===== config.mk =====
export PLATFORM = sky130hd
export DESIGN_NAME = fifo_sequencer
export DESIGN_NICKNAME = d
export VERILOG_FILES = /design/src/rtl/fifo_sequencer_pkg.sv /design/src/rtl/fifo_lane_window.sv /design/src/rtl/fifo_sequencer.sv
export SDC_FILE = /design/constraint.sdc
export NUM_CORES = 1
export LEC_CHECK = 0
export BUFFER_PORTS_ARGS = -buffer_cell sky130_fd_sc_hd__buf_2
export CAP_MARGIN = 20
export CORE_UTILIZATION = 57
export DETAILED_ROUTE_END_ITERATION = 16
export HOLD_SLACK_MARGIN = 0.12
export PLACE_DENSITY = 0.83
export SYNTH_ARGS = -nofsm -noshare
export SYNTH_HDL_FRONTEND = slang
export SYNTH_SLANG_ARGS = --single-unit

===== constraint.sdc =====
create_clock -name clk -period 2.7 [get_ports clk]
set_input_delay 0.27 -clock clk [delete_from_list [all_inputs] [get_ports clk]]
set_output_delay 0.27 -clock clk [all_outputs]
set_load 0.05 [all_outputs]

===== src/rtl/fifo_sequencer_pkg.sv =====
// Shared definitions for the FIFO load sequencer: FSM encoding and load modes.
package fifo_sequencer_pkg;

  typedef enum logic [1:0] {
    ST_IDLE  = 2'd0,
    ST_LOAD  = 2'd1,
    ST_DRAIN = 2'd2,
    ST_DONE  = 2'd3
  } seq_state_t;

  localparam logic FLAT    = 1'b0;
  localparam logic STAGGER = 1'b1;

  function automatic logic is_active(seq_state_t s);
    return (s == ST_LOAD) || (s == ST_DRAIN);
  endfunction

endpackage


===== src/rtl/fifo_lane_window.sv =====
// Per-lane enable window: flat lanes open for [0, L), skewed lanes for [lane, lane+L).
module fifo_lane_window
  import fifo_sequencer_pkg::*;
#(
  parameter int LANE  = 0,
  parameter int CNT_W = 5,
  parameter int LEN_W = 5
) (
  input  logic [CNT_W-1:0] count,
  input  logic [LEN_W-1:0] len_l,
  input  logic             mode,
  output logic             en
);

  // One extra bit so lane+L cannot wrap for any legal parameter set.
  localparam int XW = CNT_W + 1;

  logic [XW-1:0] cnt_x;
  logic [XW-1:0] lo_x;
  logic [XW-1:0] hi_x;

  always_comb begin
    cnt_x = XW'(count);
    if (mode == STAGGER) begin
      lo_x = XW'(LANE);
      hi_x = XW'(LANE) + XW'(len_l);
    end else begin
      lo_x = '0;
      hi_x = XW'(len_l);
    end
    en = (cnt_x >= lo_x) && (cnt_x < hi_x);
  end

endmodule


===== src/rtl/fifo_sequencer.sv =====
// FIFO load sequencer: drives per-lane FIFO enables and the weight write strobe
// for a flat or diagonally skewed load of L cycles per lane.
//
// state    | meaning
// ---------+-------------------------------------------------------------
// ST_IDLE  | waiting for start; validates len, flags rejected starts
// ST_LOAD  | count 0..L-1, weight writes while count < L-1
// ST_DRAIN | skewed mode only, count L..L+FIFO_WIDTH-2 while upper lanes finish
// ST_DONE  | single-cycle done pulse, then back to idle
module fifo_sequencer
  import fifo_sequencer_pkg::*;
#(
  parameter int FIFO_WIDTH = 16,
  parameter int MAX_LEN    = 16,
  localparam int LEN_W     = $clog2(MAX_LEN + 1),
  localparam int CNT_W     = $clog2(MAX_LEN + FIFO_WIDTH)
) (
  input  logic                  clk,
  input  logic                  reset,
  input  logic                  start,
  input  logic                  stagger,
  input  logic [LEN_W-1:0]      len,
  input  logic                  hold,
  input  logic                  abort,
  output logic [FIFO_WIDTH-1:0] fifo_en,
  output logic                  weight_write,
  output logic                  busy,
  output logic                  done,
  output logic                  err
);

  localparam int XW = CNT_W + 1;
  localparam logic [LEN_W-1:0] MAX_LEN_V = LEN_W'(MAX_LEN);

  seq_state_t       state, state_nxt;
  logic [CNT_W-1:0] count, count_nxt;
  logic [LEN_W-1:0] len_l, len_nxt;
  logic             mode_l, mode_nxt;
  logic             err_q, err_nxt;

  logic [XW-1:0]         cnt_x;
  logic [XW-1:0]         len_x;
  logic                  active;
  logic                  advance;
  logic                  len_ok;
  logic                  load_last;
  logic                  drain_last;
  logic [FIFO_WIDTH-1:0] lane_en;

  always_ff @(posedge clk or negedge reset) begin
    if (!reset) begin
      state  <= ST_IDLE;
      count  <= '0;
      len_l  <= '0;
      mode_l <= FLAT;
      err_q  <= 1'b0;
    end else begin
      state  <= state_nxt;
      count  <= count_nxt;
      len_l  <= len_nxt;
      mode_l <= mode_nxt;
      err_q  <= err_nxt;
    end
  end

  always_comb begin
    cnt_x      = XW'(count);
    len_x      = XW'(len_l);
    active     = is_active(state);
    advance    = active && !hold;
    len_ok     = (len != '0) && (len <= MAX_LEN_V);
    load_last  = (cnt_x + XW'(1)) == len_x;
    drain_last = (cnt_x + XW'(2)) == (len_x + XW'(FIFO_WIDTH));
  end

  always_comb begin
    state_nxt = state;
    count_nxt = count;
    len_nxt   = len_l;
    mode_nxt  = mode_l;
    err_nxt   = 1'b0;
    case (state)
      ST_IDLE: begin
        if (start && !abort) begin
          if (len_ok) begin
            state_nxt = ST_LOAD;
            count_nxt = '0;
            len_nxt   = len;
            mode_nxt  = stagger;
          end else begin
            err_nxt = 1'b1;
          end
        end
      end
      ST_LOAD: begin
        if (abort) begin
          state_nxt = ST_IDLE;
        end else if (!hold) begin
          count_nxt = count + CNT_W'(1);
          if (load_last) begin
            // A single lane has no skew to drain.
            state_nxt = (mode_l == STAGGER && FIFO_WIDTH > 1) ? ST_DRAIN : ST_DONE;
          end
        end
      end
      ST_DRAIN: begin
        if (abort) begin
          state_nxt = ST_IDLE;
        end else if (!hold) begin
          count_nxt = count + CNT_W'(1);
          if (drain_last) state_nxt = ST_DONE;
        end
      end
      ST_DONE: state_nxt = ST_IDLE;
      default: state_nxt = ST_IDLE;
    endcase
  end

  for (genvar i = 0; i < FIFO_WIDTH; i++) begin : g_lane
    fifo_lane_window #(
      .LANE (i),
      .CNT_W(CNT_W),
      .LEN_W(LEN_W)
    ) u_lane (
      .count(count),
      .len_l(len_l),
      .mode (mode_l),
      .en   (lane_en[i])
    );
  end

  always_comb begin
    busy         = active;
    fifo_en      = advance ? lane_en : '0;
    weight_write = (state == ST_LOAD) && !hold && ((cnt_x + XW'(1)) < len_x);
    done         = (state == ST_DONE);
    err          = err_q;
  end

endmodule


==> results by group, run 1 <==
Synth
  • Sequential share of the synthesized area: 0.106
  • Synth Warn #: 0
  • Synthesized flop and latch total: 14
  • Syn nets: 502
  • Synth cell types: 56
  • Ys flop type: dfrtp_1
  • Number of synthesized flops with an enable pin: 0
  • Cell Area, Synth: 0.00330 mm^2
  • Fraction of registers with async set/reset: 1.00
  • Mapped Cells: 413
  • Mean Syn Cell Area: 7.99 um^2

Critical path
  • Req. time, crit path: 2.43 ns
  • CP Launch Type: flip-flop
  • Worst Setup End Kind: output pin
  • Worst Reg2Reg Path Length in Cells: 10
  • Crit-path max FO: 6
  • CP delay by family, top: compound AO/OA/AOI/OAI gates
  • Reg2Reg Setup Slack: 0.32 ns
  • Critical path, cell by cell: inv_2, ha_4, nand2_1, xnor2_2, ha_1, nand2_1, o21ai_2, a211oi_2, o311a_1, buf_6
  • WS Path Type: reg -> out
  • Worst Path Buf+Inv: 2
  • Slowest CP cell: dfrtp_1
  • Reg2Reg Capture Point: state[0]
  • CP max stage delay: 0.43 ns
  • Crit path DAT: 2.43 ns
  • R2R Path Start: count[1]
  • Most used cell, CP: nand2_1

CTS
  • CTS HTree Levels: 1
  • CTS tree: yes
  • Number of CTS-inserted buffers: 3
  • CTS Buffer Depth: 2
  • CTS Sinks: 14
  • Clk slew on worst S/H paths: 0.05 ns
  • Worst-Skew Late Latency: 0.25 ns
  • CTS root buf: clkbuf_8

Timing
  • RSZ-0062 raised after global routing: yes
  • Worst setup margin: 0.000955 ns
  • Max Freq: 0.371 GHz
  • Clk_skew: 0.00592 ns
  • Worst-margin pin slew: 0.558 ns
  • Setup violations, final: 0
  • Tmin final: 2.70 ns
  • Fin. Hold Viols: 0
  • Relative slew slack: 0.623
  • Slew Limit Fails: 0
  • Final period util: 1.00

Floorplan
  • Top Ports: 31
  • Die height: 78.1 um
  • Placement Rows: 27
  • Die width: 78.1 um
  • Core ar.: 0.00554 mm^2
  • Die area: 0.00610 mm^2
  • Starting Density: 0.596

Min path
  • Hold wc startpoint: stagger
  • Hold depth: 2
  • Endpoint, Worst Hold: mode_l
  • Min-delay worst type: in -> reg

Final layout
  • Commonest non-fill, non-tap cell in the layout: ha_1
  • Layout net count: 550
  • Ant diodes: 0
  • Commonest non-fill, non-tap cells in the layout: ha_1, nand2_1, xnor2_1
  • Area delta synth->final: 24.7%
  • Fill cell count: 407
  • Share of layout cells above drive strength 1: 0.311

Status
  • Status: completed

Routing
  • Via count: 3443
  • Routed wire length per instance: 19.8 um
  • WL final: 10500 um
  • Pre-Repair DR Iteration Count: 7
  • Initial DRC Count: 347
  • Via density per instance: 6.47
  • Final ANT Viol Nets: 0
  • Final routed DRC violation total: 0

Place
  • Port buffer count: 30
  • Gpl congestion: 0.975
  • Final HPWL DP: 7580 um
  • DP Worst Slack: 0.0713 ns

Global route
  • First-pass GRT wire length: 16200 um
  • Grt ovf: 0
  • Initial antenna violation count: 0
  • Tot GR Track Use: 0.332
  • Largest net degree at the start of global routing: 38
  • Vias in the first global route: 3476

Flow run
  • Maxcap violations: 0
per-stage QoR:
stage / utilization / TNS, ns / instance area, um^2 / hold slack [ns] / instances
after global placement: 0.667 / 0 / 3700 / 0.177 / 520
after floorplan: - / -0.0853 / 3350 / -0.0256 / 413
final: 0.743 / 0 / 4120 / 0.260 / 532
after CTS: 0.696 / -0.0589 / 3860 / 0.257 / 527
after global routing: 0.743 / -0.337 / 4120 / 0.255 / 532
after detailed placement: 0.667 / 0 / 3700 / 0.183 / 520
cells in the mapped netlist, drive strengths merged, types with 6 or more instances:
library cell / instances / share of area
nand3: 12 / 0.020
a31oi: 7 / 0.013
clkbuf: 9 / 0.010
inv: 25 / 0.030
mux2: 7 / 0.024
a21o: 14 / 0.032
a211oi: 10 / 0.023
o21ai: 26 / 0.039
o21a: 6 / 0.014
nor2: 27 / 0.031
buf: 10 / 0.017
xnor2: 38 / 0.10
ha: 78 / 0.30
dfrtp: 14 / 0.11
a21oi: 30 / 0.047
nand2: 40 / 0.045
o22ai: 8 / 0.015
state kept, by name, summed over array words and instances (netlist names):
signal / count
err: 1
len_l: 5
state: 2
count: 5
mode_l: 1
routing by layer:
metal  vias to the layer above  track usage  share of wire
met3                        44       0.0174          0.065
met1                      1612        0.401           0.41
li1                       1590            -              -
met4                         0        0.191          0.044
met5                         -            0              0
met2                       197        0.582           0.48
cells by family after synthesis:
| group | count (synthesis) | share of synthesized area |
|---|---|---|
| compound gates | 127 | 0.261 |
| xor+xnor | 41 | 0.109 |
| fa+ha+maj | 78 | 0.296 |
| buf+inv | 44 | 0.0576 |
| flops | 14 | 0.106 |
| mux | 7 | 0.0239 |
| simple gates | 102 | 0.147 |
layout make-up:
cell class / instances / area (um^2) / share of cell area
Multi-Input combinational cell: 355 / 3000 / 0.728
Clock buffer: 4 / 55.1 / 0.0134
Timing Repair Buffer: 62 / 512 / 0.124
Sequential cell: 14 / 359 / 0.0873
Tap cell: 72 / 90.1 / 0.0219
Inverter: 25 / 104 / 0.0252
what timing repair did:
| item | 4_1_cts | 5_1_grt |
|---|---|---|
| pin swaps | 0 | 21 |
| buffers inserted | 2 | 5 |
| endpoints found under the hold margin | 14 | 0 |
| hold buffers | 1 | 0 |
| gates resized for setup | 30 | 68 |
| setup endpoints to repair | 13 | 15 |
worst reg2reg max path, stage by stage (launching register included):
cell	delay, ns
dfrtp_2	0.42
buf_4	0.18
ha_2	0.23
nand2_1	0.08
xnor2_1	0.15
ha_1	0.33
nand4_1	0.09
nor2_1	0.11
a311o_2	0.21
nand2_1	0.08
a222oi_1	0.37
worst max path at each step:
| stage | start | end | slack [ns] | cells after the start |
|---|---|---|---|---|
| floorplan | len_l[1] | fifo_en[1] | -0.09 | 10 |
| global placement | count[1] | weight_write | 0.18 | 9 |
| detailed placement | len_l[1] | fifo_en[13] | 0.07 | 10 |
| CTS | len_l[0] | fifo_en[13] | -0.04 | 9 |
| global route | len_l[1] | fifo_en[7] | -0.07 | 10 |
| finish | len_l[1] | fifo_en[7] | 0.001 | 10 |
Power of run 1 is left out: the tool's default activity adds up to more than one toggle a clock period on the data nets, which glitch-free logic cannot reach.
==> inputs of run 2 (changes only) <==
- PLACE_DENSITY: 0.83 -> 0.82
- SYNTH_HIERARCHICAL: default -> 1
==> run 2 against run 1 <==
Net effect:
- setup slack got worse by 0.37 ns
- first-iteration DRC count increased by 23%
- critical path type unchanged
- the flow now finishes with violations (negative setup slack)
- core utilization grew 2.0 points
==> results by group, run 2 <==
Status
  • Status: finished, violations left (was completed)
  • Failing checks: negative setup slack

Critical path
  • Worst Setup End Kind: output pin (unchanged)
  • Slowest CP cell: dfrtp_4 (was dfrtp_1)
  • Req. time, crit path: 2.43 ns (about the same)
  • WS Path Type: reg -> out (unchanged)
  • CP max stage delay: 0.53 ns (was 0.43 ns)
  • R2R Path Start: len_l[4] (was count[1])
  • Reg2Reg Setup Slack: 0.24 ns (was 0.32 ns)
  • CP Launch Type: flip-flop (unchanged)
  • Worst Reg2Reg Path Length in Cells: 7 (was 10)
  • Crit path DAT: 2.80 ns (was 2.43 ns)
  • Crit-path max FO: 13 (was 6)
  • Reg2Reg Capture Point: state[1] (was state[0])
  • Critical path, cell by cell: buf_4, inv_2, a211oi_1, xnor2_1, ha_1, o2111ai_2, a221oi_2, a211oi_2, and2_1, buf_6 (was inv_2, ha_4, nand2_1, xnor2_2, ha_1, nand2_1, o21ai_2, a211oi_2, o311a_1, buf_6)

Timing
  • RSZ-0062 raised after global routing: yes (unchanged)
  • Clk_skew: 0.00449 ns (was 0.00592 ns)
  • Slew Limit Fails: 0 (unchanged)
  • Tmin final: 3.07 ns (was 2.70 ns)
  • Setup violations, final: 15 (was 0)
  • Worst setup margin: -0.372 ns (was 0.000955 ns)
  • Final period util: 1.14 (was 1.00)
  • Relative slew slack: 0.708 (was 0.623)
  • Worst-margin pin slew: 0.436 ns (was 0.558 ns)
  • Fin. Hold Viols: 0 (unchanged)
  • Max Freq: 0.325 GHz (was 0.371 GHz)

Routing
  • Initial DRC Count: 427 (was 347)
  • M1 WL: 6390 um (was 4320 um)
  • Uppermost layer routed: met4 (unchanged)
  • Via count: 5320 (was 3443)
  • Pre-Repair DR Iteration Count: 6 (was 7)
  • Via density per instance: 6.67 (was 6.47)
  • WL final: 16600 um (was 10500 um)
  • Met2 Wirelength: 8040 um (was 5060 um)
  • Final ANT Viol Nets: 0 (unchanged)
  • Final routed DRC violation total: 0 (unchanged)
  • Routed met3 length: 1220 um (was 685 um)
  • Routed wire length per instance: 20.7 um (was 19.8 um)

Floorplan
  • Top Ports: 31 (unchanged)
  • Die height: 93.6 um (was 78.1 um)
  • Die width: 93.6 um (was 78.1 um)
  • Placement Rows: 33 (was 27)
  • Core ar.: 0.00818 mm^2 (was 0.00554 mm^2)
  • Starting Density: 0.585 (was 0.596)
  • Die area: 0.00876 mm^2 (was 0.00610 mm^2)

Final layout
  • Layout net count: 827 (was 550)
  • Largest regs: count (5), len_l (5), state (2) (unchanged)
  • Area delta synth->final: 30.4% (was 24.7%)
  • Share of layout cells above drive strength 1: 0.293 (was 0.311)
  • Commonest non-fill, non-tap cell in the layout: ha_1 (unchanged)
  • Ant diodes: 0 (unchanged)
  • Commonest non-fill, non-tap cells in the layout: ha_1, inv_1, buf_4 (was ha_1, nand2_1, xnor2_1)

Synth
  • Ys flop type: dfrtp_1 (unchanged)
  • Post-synthesis cell type with the largest combined area: ha_1 (unchanged)
  • Cell Area, Synth: 0.00478 mm^2 (was 0.00330 mm^2)
  • Synth cell types: 67 (was 56)
  • Mapped Cells: 593 (was 413)
  • Synth Warn #: 6 (was 0)
  • Count leader, synth: ha_1 (unchanged)
  • Number of synthesized flops with an enable pin: 0 (unchanged)
  • Top cell type's share of synthesized area: 0.319 (was 0.296)
  • Synth cell count leaders: ha_1, inv_1, nand2_1 (was ha_1, nand2_1, xnor2_1)
  • Mean Syn Cell Area: 8.06 um^2 (was 7.99 um^2)
  • Fraction of registers with async set/reset: 1.00 (unchanged)
  • Sequential share of the synthesized area: 0.0733 (was 0.106)
  • Synthesized flop and latch total: 14 (unchanged)
  • Synth area leaders: ha_1, dfrtp_1, xnor2_1 (unchanged)
  • Syn nets: 726 (was 502)

Min path
  • Endpoint, Worst Hold: mode_l (unchanged)
  • Min-delay worst type: in -> reg (unchanged)
  • Hold depth: 2 (unchanged)
  • Hold wc startpoint: stagger (unchanged)

Place
  • Port buffer count: 30 (unchanged)
  • DP Worst Slack: 0.0114 ns (was 0.0713 ns)
  • Gpl congestion: 0.868 (was 0.975)
  • Final HPWL DP: 8850 um (was 7580 um)

CTS
  • Worst-Skew Late Latency: 0.26 ns (was 0.25 ns)
  • CTS Buffer Depth: 2 (unchanged)
  • Clk slew on worst S/H paths: 0.07 ns (was 0.05 ns)
  • CTS HTree Levels: 1 (unchanged)
  • CTS root buf: clkbuf_8 (unchanged)
  • CTS Sinks: 14 (unchanged)
  • CTS tree: yes (unchanged)
  • Number of CTS-inserted buffers: 3 (unchanged)

Global route
  • Largest net degree at the start of global routing: 40 (was 38)
  • First-pass GRT wire length: 22800 um (was 16200 um)
  • Grt ovf: 0 (unchanged)
  • Initial antenna violation count: 0 (unchanged)
  • Vias in the first global route: 4912 (was 3476)
  • Tot GR Track Use: 0.320 (was 0.332)

Flow run
  • Maxcap violations: 0 (unchanged)
[run 2: final cells by class]
type                            count  area (um^2)
Sequential cell                    14          375
Multi-Input combinational cell    503         4390
Tap cell                          105          131
Timing Repair Buffer              103         1030
Clock buffer                        4         55.1
Inverter                           69          259
Fill cell                         482         1940
[run 2: metal layers]
layer / global-route usage / up-vias
li1: - / 2353
met1: 0.404 / 2518
met2: 0.552 / 338
met3: 0.0268 / 111
met4: 0.145 / 0
met5: 0 / -
[run 2: worst max-delay path by stage]
stage / slack [ns] / to / depth (start not counted) / start
5_1_grt: -0.55 / fifo_en[13] / 10 / mode_l
2_1_floorplan: -0.04 / fifo_en[15] / 9 / mode_l
3_3_place_gp: 0.06 / fifo_en[15] / 10 / len_l[1]
3_5_place_dp: 0.01 / fifo_en[10] / 9 / len_l[1]
6_report: -0.37 / fifo_en[13] / 10 / mode_l
4_1_cts: -0.11 / fifo_en[14] / 12 / len_l[1]
[run 2: cells by family after synthesis]
family	count (synthesis)	share of synthesized area
AOI/OAI and AO/OA	146	0.221
xor gates and xnor gates	58	0.108
adders and majority gates	122	0.319
buffers and inverters	76	0.0618
DFF	14	0.0733
muxes	13	0.0285
and+or+nand+nor	164	0.188
[run 2: stage by stage]
| step | util | TNS, ns | hold WS (ns) | instances | area (um^2) |
|---|---|---|---|---|---|
| 2_1_floorplan | - | -0.0769 | -0.0256 | 593 | 4810 |
| 3_3_place_gp | 0.666 | 0 | 0.186 | 759 | 5440 |
| 3_5_place_dp | 0.666 | 0 | 0.192 | 759 | 5440 |
| 4_1_cts | 0.715 | -0.921 | 0.250 | 781 | 5850 |
| 5_1_grt | 0.763 | -3.90 | 0.268 | 798 | 6230 |
| 6_report | 0.763 | -2.50 | 0.269 | 798 | 6230 |
[run 2: repair_timing]
item,4_1_cts,5_1_grt
hold buffers,1,0
cloned,1,2
buffers inserted,16,15
resized for setup,55,48
pin swaps,32,39
setup endpoints to repair,16,17
hold endpoints to repair,14,0
[run 2: critical path, delay by kind of cell, from the launching register on]
kind                       cells  cell delay [ns]
AOI/OAI and AO/OA              4             0.82
xor gates and xnor gates       1             0.15
adders and majority gates      1             0.34
buffers and inverters          3             0.52
DFF                            1             0.53
and+or+nand+nor                1             0.16
Power of run 2 is left out for the same reason.
==> inputs of run 3 (changes only) <==
- BUFFER_PORTS_ARGS: -buffer_cell sky130_fd_sc_hd__buf_2 -> -buffer_cell sky130_fd_sc_hd__buf_4
- clock period: 2.7 -> 3.6 ns (I/O delays scaled with it)
==> run 3 against run 2 <==
Net effect:
- the flow now finishes without violations
- hold slack improved by 0.085 ns
- core utilization down 10 points
- non-clock buffer count decreased by 48
- critical endpoint is now fifo_en[10]
- highest routed layer unchanged
==> results by group, run 3 (synthesized netlist as in run 2, its figures left out) <==
Routing
  • Final ANT Viol Nets: 0 (unchanged)
  • Via density per instance: 6.12 (was 6.67)
  • Final routed DRC violation total: 0 (unchanged)
  • Initial DRC Count: 250 (was 427)
  • Pre-Repair DR Iteration Count: 5 (was 6)
  • Via count: 4589 (was 5320)
  • WL final: 11800 um (was 16600 um)
  • Routed wire length per instance: 15.7 um (was 20.7 um)

Critical path
  • Crit-path max FO: 44 (was 13)
  • Req. time, crit path: 3.24 ns (was 2.43 ns)
  • Most used cell, CP: buf_4
  • Slowest CP cell: dfrtp_4 (unchanged)
  • Reg2Reg Setup Slack: 0.93 ns (was 0.24 ns)
  • Reg2Reg Capture Point: state[1] (unchanged)
  • Worst Path Buf+Inv: 3 (unchanged)
  • CP max stage delay: 0.76 ns (was 0.53 ns)
  • WS Path Type: reg -> out (unchanged)
  • CP Launch Type: flip-flop (unchanged)
  • CP delay by family, top: flip-flops (was compound AO/OA/AOI/OAI gates)
  • Worst Reg2Reg Path Length in Cells: 10 (was 7)
  • R2R Path Start: count[1] (was len_l[4])
  • Critical path, cell by cell: buf_4, inv_1, nor2_1, xnor2_1, ha_1, nand2_1, a31oi_1, a221oi_2, and2_1, buf_4 (was buf_4, inv_2, a211oi_1, xnor2_1, ha_1, o2111ai_2, a221oi_2, a211oi_2, and2_1, buf_6)
  • Crit path DAT: 2.87 ns (was 2.80 ns)
  • Worst Setup End Kind: output pin (unchanged)

Global route
  • Vias in the first global route: 4633 (was 4912)
  • Largest net degree at the start of global routing: 49 (was 40)
  • First-pass GRT wire length: 20200 um (was 22800 um)
  • Initial antenna violation count: 0 (unchanged)
  • Tot GR Track Use: 0.278 (was 0.320)
  • Grt ovf: 0 (unchanged)

Min path
  • Hold depth: 2 (unchanged)
  • Endpoint, Worst Hold: mode_l (unchanged)
  • Min-delay worst type: in -> reg (unchanged)
  • Hold wc startpoint: stagger (unchanged)

Floorplan
  • Placement Rows: 33 (unchanged)
  • Core ar.: 0.00818 mm^2 (unchanged)
  • Top Ports: 31 (unchanged)
  • Starting Density: 0.585 (unchanged)
  • Die width: 93.6 um (unchanged)
  • Die area: 0.00876 mm^2 (unchanged)
  • Die height: 93.6 um (unchanged)

CTS
  • Post-CTS Repair Setup Buffers: 0 (was 16)
  • Number of CTS-inserted buffers: 3 (unchanged)
  • CTS Buffer Depth: 2 (unchanged)
  • Clk slew on worst S/H paths: 0.06 ns (was 0.07 ns)
  • CTS HTree Levels: 1 (unchanged)
  • Worst-Skew Late Latency: 0.24 ns (was 0.26 ns)
  • CTS Sinks: 14 (unchanged)
  • CTS root buf: clkbuf_8 (unchanged)
  • CTS tree: yes (unchanged)

Place
  • Final HPWL DP: 8270 um (was 8850 um)
  • Gpl congestion: 0.834 (was 0.868)
  • Port buffer count: 30 (unchanged)

Final layout
  • Largest regs: count (5), len_l (5), state (2) (unchanged)
  • Commonest non-fill, non-tap cells in the layout: ha_1, inv_1, buf_4 (unchanged)
  • Layout net count: 779 (was 827)
  • Share of layout cells above drive strength 1: 0.153 (was 0.293)
  • Ant diodes: 0 (unchanged)
  • Commonest non-fill, non-tap cell in the layout: ha_1 (unchanged)
  • Area delta synth->final: 12.7% (was 30.4%)

Timing
  • Setup TNS: 0 ns (was -2.50 ns)
  • Max Freq: 0.309 GHz
  • Fin. Hold Viols: 0 (unchanged)
  • Relative slew slack: 0.437 (was 0.708)
  • Setup violations, final: 0 (was 15)
  • Clk_skew: 0.00116 ns (was 0.00449 ns)
  • RSZ-0062 raised after global routing: no (was yes)
  • Worst-margin pin slew: 0.845 ns (was 0.436 ns)
  • Final period util: 0.898
  • Tmin final: 3.23 ns
  • Slew Limit Fails: 0 (unchanged)

Flow run
  • Maxcap violations: 0 (unchanged)

Status
  • Status: completed (was finished, violations left)
## run 3: cell count changes in the layout (fill, tap and decap cells not counted), sizes merged
cell	before	now
clkbuf	7	4
bufbuf	1	0
buf	98	54
## run 3: worst max path at each step
stage / startpoint / slack [ns] / end / cells past startpoint
after CTS: mode_l / 0.39 / fifo_en[10] / 10
after global placement: mode_l / 0.75 / fifo_en[1] / 10
after floorplan: len_l[2] / 0.30 / fifo_en[6] / 10
final: mode_l / 0.37 / fifo_en[10] / 10
after global routing: mode_l / 0.18 / fifo_en[10] / 10
after detailed placement: mode_l / 0.66 / fifo_en[1] / 10
## run 3: layer usage
layer  routed length (um)  track usage
met1                 5340        0.338
met2                 5970        0.515
met3                  300       0.0171
met4                  168       0.0910
met5                    0            0
## run 3: final cells by class
| class | instances | area, um^2 |
|---|---|---|
| fillers | 672 | 2790 |
| inverters | 69 | 259 |
| clock buffers | 4 | 55.1 |
| repair buffers | 55 | 453 |
| multi-input cells | 503 | 4130 |
| well taps | 105 | 131 |
| flip-flops and latches | 14 | 354 |
## run 3: per-stage QoR
stage | cells | instance area, um^2 | worst slack [ns] | hold slack [ns] | utilization
finish | 750 | 5390 | 0.368 | 0.354 | 0.659
global route | 750 | 5390 | 0.177 | 0.357 | 0.659
CTS | 750 | 5390 | 0.391 | 0.353 | 0.659
detailed placement | 745 | 5320 | 0.659 | 0.216 | 0.651
global placement | 745 | 5320 | 0.752 | 0.217 | 0.651
floorplan | 593 | 4780 | 0.303 | 0.0644 | -
## run 3: timing repair
item | CTS | global route
setup endpoints to repair | 0 | 0
hold endpoints to repair | 14 | 0
hold buffers | 1 | 0
gates resized for setup | 0 | 0
## run 3: worst reg2reg max path, cell delays in order, from the launching register on
cell and delay (ns):
dfrtp_1 0.40, buf_4 0.28, ha_1 0.30, nand2_1 0.10
xnor2_1 0.18, ha_1 0.32, nand3_1 0.10, nor4b_1 0.36
nor3_1 0.13, nand3b_1 0.20, a22o_1 0.20
Power of run 3 is left out for the same reason.
